[config.mk]
export PLATFORM = sky130hd
export DESIGN_NAME = mem_stage_ctrl
export DESIGN_NICKNAME = d
export VERILOG_FILES = /design/src/rtl/pipe_pkg.sv /design/src/rtl/dff.sv /design/src/rtl/mem_req_fsm.sv /design/src/rtl/mem_stage_ctrl.sv
export SDC_FILE = /design/constraint.sdc
export NUM_CORES = 1
export LEC_CHECK = 0
export ABC_AREA = 1
export BUFFER_PORTS_ARGS = -buffer_cell sky130_fd_sc_hd__buf_4
export CORE_MARGIN = 3
export CORE_UTILIZATION = 42
export DETAILED_ROUTE_END_ITERATION = 12
export PLACE_DENSITY = 0.71
export SYNTH_ARGS = -nofsm -noshare
export SYNTH_HDL_FRONTEND = slang
export SYNTH_SLANG_ARGS = --single-unit
[constraint.sdc]
create_clock -name clk -period 1.68 [get_ports clk]
set_clock_uncertainty 0.15 [all_clocks]
set_input_delay 0 -clock clk [delete_from_list [all_inputs] [get_ports clk]]
set_output_delay 0 -clock clk [all_outputs]
set_load 0.01 [all_outputs]
[src/rtl/pipe_pkg.sv]
// Shared pipeline constants, the memory-stage state encoding and the mem-op decode.
package pipe_pkg;

  localparam int DATA_W = 16;
  localparam int REG_W  = 3;

  typedef enum logic [1:0] {
    IDLE = 2'b00,
    REQ  = 2'b01,
    WAIT = 2'b10
  } mem_state_e;

  // A slot touches data memory only if it is real, enabled, has a direction and no exception.
  function automatic logic is_mem_op(input logic valid, input logic en, input logic rd,
                                     input logic wr, input logic excp);
    return valid & en & (rd | wr) & ~excp;
  endfunction

endpackage

[src/rtl/dff.sv]
// Generic enabled flop cell with synchronous active-high clear.
module dff #(
  parameter int W = 1
) (
  input  logic         clk,
  input  logic         rst,
  input  logic         en,
  input  logic [W-1:0] d,
  output logic [W-1:0] q
);

  always_ff @(posedge clk) begin
    if (rst)
      q <= '0;
    else if (en)
      q <= d;
  end

endmodule

[src/rtl/mem_req_fsm.sv]
// Data-memory request sequencer: IDLE -> REQ (held while busy) -> WAIT (until done).
module mem_req_fsm
  import pipe_pkg::*;
#(
  parameter int DW = DATA_W,
  parameter int RW = REG_W
) (
  input  logic          clk,
  input  logic          rst,
  input  logic          start,
  input  logic [DW-1:0] addr,
  input  logic [DW-1:0] wdata,
  input  logic          is_write,
  input  logic [RW-1:0] wb_reg,
  input  logic          reg_write,
  input  logic          mem_reg,
  input  logic          mem_busy,
  input  logic          mem_done,
  output logic          stall_o,
  output logic          in_idle,
  output logic          done_o,
  output logic [DW-1:0] mem_addr,
  output logic [DW-1:0] mem_wdata,
  output logic          mem_rd,
  output logic          mem_wr,
  output logic          req_write,
  output logic [RW-1:0] req_wb_reg,
  output logic          req_reg_write,
  output logic          req_mem_reg
);

  mem_state_e state_reg;

  always_ff @(posedge clk) begin
    if (rst) begin
      state_reg     <= IDLE;
      mem_addr      <= '0;
      mem_wdata     <= '0;
      mem_rd        <= 1'b0;
      mem_wr        <= 1'b0;
      req_write     <= 1'b0;
      req_wb_reg    <= '0;
      req_reg_write <= 1'b0;
      req_mem_reg   <= 1'b0;
    end else begin
      case (state_reg)
        IDLE: begin
          if (start) begin
            mem_addr      <= addr;
            mem_wdata     <= wdata;
            mem_rd        <= ~is_write;
            mem_wr        <= is_write;
            req_write     <= is_write;
            req_wb_reg    <= wb_reg;
            req_reg_write <= reg_write;
            req_mem_reg   <= mem_reg;
            state_reg     <= REQ;
          end
        end
        REQ: begin
          // Request lines stay up through busy cycles and drop right after acceptance.
          if (!mem_busy) begin
            mem_rd    <= 1'b0;
            mem_wr    <= 1'b0;
            state_reg <= WAIT;
          end
        end
        WAIT: begin
          if (mem_done)
            state_reg <= IDLE;
        end
        default: state_reg <= IDLE;
      endcase
    end
  end

  always_comb begin
    stall_o = 1'b1;
    case (state_reg)
      IDLE:    stall_o = start;
      WAIT:    stall_o = ~mem_done;
      default: stall_o = 1'b1;
    endcase
  end

  assign in_idle = (state_reg == IDLE);
  assign done_o  = (state_reg == WAIT) & mem_done;

endmodule

[src/rtl/mem_stage_ctrl.sv]
// Memory stage: sequences loads/stores and registers the MEM/WB payload.
// Optional build macro MEM_ALIGN_CHK_EN turns odd-address memory ops into 1-cycle exceptions.
module mem_stage_ctrl
  import pipe_pkg::*;
#(
  parameter int DW = DATA_W,
  parameter int RW = REG_W
) (
  input  logic          clk,
  input  logic          rst,
  input  logic          valid_i,
  input  logic [DW-1:0] data_out,
  input  logic [DW-1:0] data_two,
  input  logic [RW-1:0] wb_reg,
  input  logic          Reg_write,
  input  logic          Mem_read,
  input  logic          Mem_write,
  input  logic          Mem_reg,
  input  logic          Mem_en,
  input  logic          Excp,
  output logic          stall_o,
  output logic [DW-1:0] mem_addr,
  output logic [DW-1:0] mem_wdata,
  output logic          mem_rd,
  output logic          mem_wr,
  input  logic          mem_busy,
  input  logic          mem_done,
  input  logic [DW-1:0] mem_rdata,
  output logic          valid_o,
  output logic [DW-1:0] wb_alu_o,
  output logic [DW-1:0] wb_ld_o,
  output logic [RW-1:0] wb_reg_o,
  output logic          Reg_write_o,
  output logic          Mem_reg_o,
  output logic          Excp_o
);

  localparam int PW = 2 * DW + RW;

  logic          mem_op, misalign, start;
  logic          in_idle, done_load, pass_load, mwb_load;
  logic          req_write, req_reg_write, req_mem_reg;
  logic [RW-1:0] req_wb_reg;
  logic [DW-1:0] alu_next, ld_next;
  logic [RW-1:0] wb_reg_next;
  logic [2:0]    ctrl_next, ctrl_q;
  logic [PW-1:0] data_q;

  assign mem_op = is_mem_op(valid_i, Mem_en, Mem_read, Mem_write, Excp);

`ifdef MEM_ALIGN_CHK_EN
  assign misalign = mem_op & data_out[0];
`else
  assign misalign = 1'b0;
`endif

  assign start = mem_op & ~misalign;

  mem_req_fsm #(.DW(DW), .RW(RW)) u_fsm (
    .clk           (clk),
    .rst           (rst),
    .start         (start),
    .addr          (data_out),
    .wdata         (data_two),
    .is_write      (Mem_write),
    .wb_reg        (wb_reg),
    .reg_write     (Reg_write),
    .mem_reg       (Mem_reg),
    .mem_busy      (mem_busy),
    .mem_done      (mem_done),
    .stall_o       (stall_o),
    .in_idle       (in_idle),
    .done_o        (done_load),
    .mem_addr      (mem_addr),
    .mem_wdata     (mem_wdata),
    .mem_rd        (mem_rd),
    .mem_wr        (mem_wr),
    .req_write     (req_write),
    .req_wb_reg    (req_wb_reg),
    .req_reg_write (req_reg_write),
    .req_mem_reg   (req_mem_reg)
  );

  // MEM/WB loads either straight from EX/MEM (non-memory slot) or from the finished request.
  assign pass_load = in_idle & ~start;
  assign mwb_load  = pass_load | done_load;

  always_comb begin
    alu_next    = data_out;
    ld_next     = '0;
    wb_reg_next = wb_reg;
    ctrl_next   = {Reg_write & ~misalign, Mem_reg, Excp | misalign};
    if (done_load) begin
      alu_next    = mem_addr;
      ld_next     = req_write ? '0 : mem_rdata;
      wb_reg_next = req_wb_reg;
      ctrl_next   = {req_reg_write, req_mem_reg, 1'b0};
    end
  end

  dff #(.W(1)) u_valid (
    .clk (clk),
    .rst (rst),
    .en  (1'b1),
    .d   (mwb_load & (done_load | valid_i)),
    .q   (valid_o)
  );

  dff #(.W(PW)) u_data (
    .clk (clk),
    .rst (rst),
    .en  (mwb_load),
    .d   ({alu_next, ld_next, wb_reg_next}),
    .q   (data_q)
  );

  assign {wb_alu_o, wb_ld_o, wb_reg_o} = data_q;

  for (genvar gi = 0; gi < 3; gi++) begin : g_ctrl
    dff #(.W(1)) u_ctrl (
      .clk (clk),
      .rst (rst),
      .en  (mwb_load),
      .d   (ctrl_next[gi]),
      .q   (ctrl_q[gi])
    );
  end

  assign {Reg_write_o, Mem_reg_o, Excp_o} = ctrl_q;

endmodule

-- After elaboration in Yosys (flattened, before gate mapping)
Index checks and enable logic that the tools add are counted.
- add/subtract/negate cells: 0
- div/mod/pow operators: 0
- mux-type cells: 15
- $lt $le $gt $ge: 0
- shifts and indexed selects: 0
- eq/ne operators: 5
- reductions and logical operators: 5
- multiply operators: 0
- bitwise operators: 13
- operators by type and width (operator ; count):
    16-bit two-way mux ; 3
    1-bit AND ; 6
    2-bit two-way mux ; 3
    3-bit two-way mux ; 2
    2-bit != test (second input constant) ; 3
    1-bit case mux with 2 select lines ; 3
    2-bit case mux with 3 select lines ; 1
    3-bit AND reduction ; 2
    1-bit NOT ; 4
    1-bit two-way mux ; 3
    1-bit OR ; 3
    2-bit by 1-bit equality test with 1-bit output (second input constant) ; 1
    2-bit equality test (second input constant) ; 1
    2-bit zero test ; 1
    2-bit AND reduction ; 1
    2-bit nonzero test ; 1
- bits in latches: 0
- bits in read-only memories: 0
- memory bits (writable): 0
- memories: 0
- bits in registers: 81
- input bits: 62
- logic and storage cells: 52

-- Depth between registers and ports, before layout
- depth after elaboration: 7
- mapped depth: 9

-- Modules after synthesis
Synthesis repeated with hierarchy kept, for this count alone.
- cells, all modules: 557
- area, all modules: 3662.3 um2
- by module, submodules not included (module ; seq. area each (um2) ; cells an instance ; instances ; area each (um2)):
    mem_req_fsm ; 840.8 ; 190 ; 1 ; 1516.5
    dff at u_data ; 700.7 ; 222 ; 1 ; 1514.0
    mem_stage_ctrl ; 0.0 ; 117 ; 1 ; 451.7
    dff at g_ctrl[0].u_ctrl ... ; 20.0 ; 7 ; 4 ; 45.0

-- Worst setup path after synthesis
OpenSTA, ideal clock, no wires.
- path kind: register to register
- start point: register u_fsm.state_reg[0]
- end point: register g_ctrl[0].u_ctrl.q
- period minus slack after synthesis: 1.329 ns
- setup time: 0.115 ns
- buffers on the path: 2
- stages on the path, launching flop included: 7
- setup slack: 0.351 ns
- arrival time: 1.064 ns
- path through: dfxtp_1 nor2_2 nand2_1 buf_4 buf_4 o21bai_1 nor2_1
- cells in the longest elaborated chain, start to end: 3
- elaborated cells between the ends (all ways): 6
- RTL lines (what ; RTL line ; text):
    start: declaration ; mem_req_fsm.sv:32 ; mem_state_e state_reg;
    start signal: assignment ; mem_req_fsm.sv:36 ; state_reg <= IDLE;
    start signal: assignment ; mem_req_fsm.sv:57 ; state_reg <= REQ;
    start signal: assignment ; mem_req_fsm.sv:65 ; state_reg <= WAIT;
    2-bit equality test or 2-bit zero test (tied branches) ; mem_req_fsm.sv:87, mem_req_fsm.sv:86 ;
    1-bit AND, on equally long branches ; mem_req_fsm.sv:87, mem_stage_ctrl.sv:85 ;
    3-bit two-way mux or 1-bit OR (tied branches) ; mem_stage_ctrl.sv:93, mem_stage_ctrl.sv:86 ;
    end signal: assignment ; dff.sv:14 ; q <= '0;
    end signal: assignment ; dff.sv:16 ; q <= d;
    end: declaration ; dff.sv:9 ; output logic [W-1:0] q
Several ways; a longest one is shown, not always the timed one.
A chain may end at the register's enable or synchronous reset.

-- Worst setup path after layout
- start point: input port Mem_write
- end point: output port stall_o
- cells in the longest elaborated chain, start to end: 4
- RTL lines (what ; RTL line ; text):
    start: declaration ; mem_stage_ctrl.sv:17 ; input logic Mem_write,
    1-bit OR ; pipe_pkg.sv:16 ; return valid & en & (rd | wr) & ~excp;
    1-bit AND (2 in series) ; pipe_pkg.sv:16 ;
    1-bit case mux with 2 select lines ; mem_req_fsm.sv:79 ; case (state_reg)
    end: declaration ; mem_stage_ctrl.sv:21 ; output logic stall_o,
Every way passes these cells.

==> impl_metrics.csv <==
group,metric,value,unit
cells_and_area,layout_common_cells,"150 x buf_4, 124 x nand2_1, 79 x dfxtp_1",
pwr,switching_share,24.9,%
sta,worst_slack,89.6,ps
sta,finalCritPeriodShare,94.7,%
cells_and_area,n_fill_cell,628,
worst_setup_path,worstPathRequired,1530,ps
sta,finalWorstPathRequiredPeriod,1590,ps
place,gp_congestion,0.826,
global_route,grtUsageTotal,22.8,%
sta,rsz0062_at_grt,"no",
cells_and_area,top_register,"u_data.q",
min_path,hold_path_class,"input pin to register",
cells_and_area,top_regs,"u_data.q: 35 flops, u_fsm.mem_addr: 16 flops, u_fsm.mem_wdata: 16 flops",
clocking,cts.sinks,81,
clocking,htreeDepth,3,
worst_setup_path,arrival,1440,ps
global_route,grt_pass1_vias,3660,
min_path,worstHoldEndpoint,"u_data.q[14]",
pwr,ir_drop,0.565,mV
worst_setup_path,rr_worst_depth,6,
floorplan,fp.coreArea,7890,sq um
pwr,p_int,3.41,mW
floorplan,die_area,9390,sq um
floorplan,ios,136,
synth,synth_cell_type_count,19,
drt,dr.first_iter.drc_count,157,
drt,first_pass_iters,5,
cells_and_area,drive_above_1_share,26.5,%
worst_setup_path,path_buf_inv,5,
cells_and_area,largest_reg_flops,35,
drt,drt-total-wl,11.0,mm
cells_and_area,final_common_cell,"buf_4",
worst_setup_path,crit_path_cell_trace,"dlygate4sd3_1 > buf_4 > inv_1 > nand2_1 > nand3_2 > nand3_2 > buf_12 > buf_4",
synth,avgSynthCellArea,7.14,sq um
status,status,"finished, final reports clean",
pwr,power_density,831,nW/um^2
pwr,p_leak,2.46,nW
global_route,grt_pass1_wl,18.0,mm
drt,drt-vias-per-instance,5.03,
cells_and_area,multi_input_area,1550,sq um
sta,fmax,629,MHz
place,place_area,4570,sq um
sta,slew_viol_final,0,
worst_setup_path,slowest_stage,"dlygate4sd3_1",
worst_setup_path,path_max_fanout,23,
drt,drtAntennaViolNets,0,
clocking,clock_latency,350,ps
global_route,antenna_found_initial,0,
global_route,grt-ovfl-total,0,
min_path,whs_path_depth,4,
pwr,pwr-share-clk,38.9,%
worst_setup_path,startpoint_type,"input pin",
run,drv_cap,0,
worst_setup_path,reg2reg_from,"u_fsm.state_reg[1]",
drt,vias,3905,
min_path,min-delay-start,"mem_rdata[11]",
pwr,net-switching-power,1.13,mW
floorplan,row_count,32,
floorplan,initial_core_util,44.0,%
cells_and_area,area_growth,57.3,%
cells_and_area,final_util,69.2,%
place,numPortBuffers,135,
drt,wire_per_inst,14.2,um
pwr,comb_power_share,16.0,%
synth,syn_inst,486,
drt,drc_errors,0,
place,dpl.hpwl,7.01,mm
sta,setup_viol,0,
clocking,clockBufferDepth,2,
synth,syn_area,3470,sq um
clocking,clkSlewWorstSetupHoldPaths,90,ps
sta,finalSetupTns,0,ps
worst_setup_path,cp-end-kind,"output pin",
worst_setup_path,cpPeakStageDelay,560,ps
clocking,clockRootBuffer,"clkbuf_8",
worst_setup_path,critical_path_class,"input pin to output pin",
global_route,grt_max_degree,57,
sta,slew_headroom,60.6,%
place,dpl_worst_slack,166,ps
worst_setup_path,r2r_setup_slack,140,ps
sta,tightest_slew,591,ps
clocking,cts_tree,"built",
synth,yosysWarnings,0,
cells_and_area,final_net_count,732,
synth,ys_seq_area_share,46.7,%
worst_setup_path,reg2reg_to,"u_data.q[4]",
worst_setup_path,path_delay_family,"buffers and inverters",
cells_and_area,design_area,5460,sq um
synth,synth_nets,548,
pwr,p_seq_share,45.0,%
floorplan,die_h,96.9,um
synth,synth_seq_cells,81,
cells_and_area,seq_area,1620,sq um
clocking,numCtsBuffers,9,
floorplan,die_w,96.9,um
cells_and_area,antenna_cells,0,
sta,hold_viol_final,0,
[worst register-to-register path, delay by kind of cell, from the launching register on]
kind / cells / cell delay (ps)
flops: 1 / 370
compound gates: 1 / 170
simple gates: 4 / 690
buf+inv: 1 / 70
[Yosys cell counts, drive strengths merged]
master / number / area, sq um
inv: 29 / 109
dfxtp: 81 / 1620
o21ai: 1 / 5.00
a21oi: 59 / 295
nand3: 62 / 320
o21bai: 1 / 7.51
nand4: 38 / 238
nor2: 48 / 200
nand2: 125 / 472
clkbuf: 17 / 63.8
nand3b: 1 / 7.51
buf: 24 / 131
[final cells by class]
cell class	count	share of cell area, %
repair buffers	214	32.9
clock inverters	6	2.11
inverters	29	1.99
multi-input cells	335	28.4
flip-flops and latches	81	29.7
clock buffers	10	2.52
well taps	102	2.34
[metal layers]
metal / vias up / GRT usage, % / share of wire (%)
met2: 167 / 34.1 / 45
met3: 9 / 5.41 / 7.3
met1: 1756 / 32.5 / 46
li1: 1973 / - / -
met5: - / 0 / 0
met4: 0 / 6.70 / 1.2
[what timing repair did]
| item | in CTS | in global routing |
|---|---|---|
| gates resized for setup | 0 | 3 |
| buffers inserted | 0 | 2 |
| hold buffers | 61 | 0 |
| endpoints found under the hold margin | 81 | 0 |
| endpoints found under the setup margin | 0 | 1 |
[per-stage QoR]
step | power [mW] | instances | hold slack, ps
2_1_floorplan | 2.37 | 486 | -2.72
3_3_place_gp | 2.68 | 698 | 112
3_5_place_dp | 2.69 | 698 | 119
4_1_cts | 4.56 | 775 | 290
5_1_grt | 4.74 | 777 | 311
6_report | 4.54 | 777 | 312
[cell families after synthesis]
kind of cell / after synthesis / synth area share, %
AOI/OAI and AO/OA: 61 / 8.87
DFF: 81 / 46.7
buffers and inverters: 70 / 8.76
and+or+nand+nor: 274 / 35.7
[worst max-delay path by stage]
stage | cells past startpoint | end | slack (ps) | start
5_1_grt | 8 | stall_o | 10 | Mem_write
3_3_place_gp | 6 | u_data.q[13] | 260 | u_fsm.state_reg[1]
4_1_cts | 5 | stall_o | 10 | u_fsm.state_reg[0]
2_1_floorplan | 6 | g_ctrl[0].u_ctrl.q | 350 | u_fsm.state_reg[0]
3_5_place_dp | 6 | u_data.q[4] | 170 | u_fsm.state_reg[1]
6_report | 8 | stall_o | 90 | Mem_write
[power groups by stage]
stage,Combinational (mW),Sequential [mW],Clock (mW)
final,0.727,2.04,1.77
after global routing,0.794,2.06,1.89
after CTS,0.715,2.04,1.80
after detailed placement,0.599,2.09,0
after global placement,0.595,2.09,0
after floorplan,0.260,2.11,0
Power figures use the tool's default switching activity.
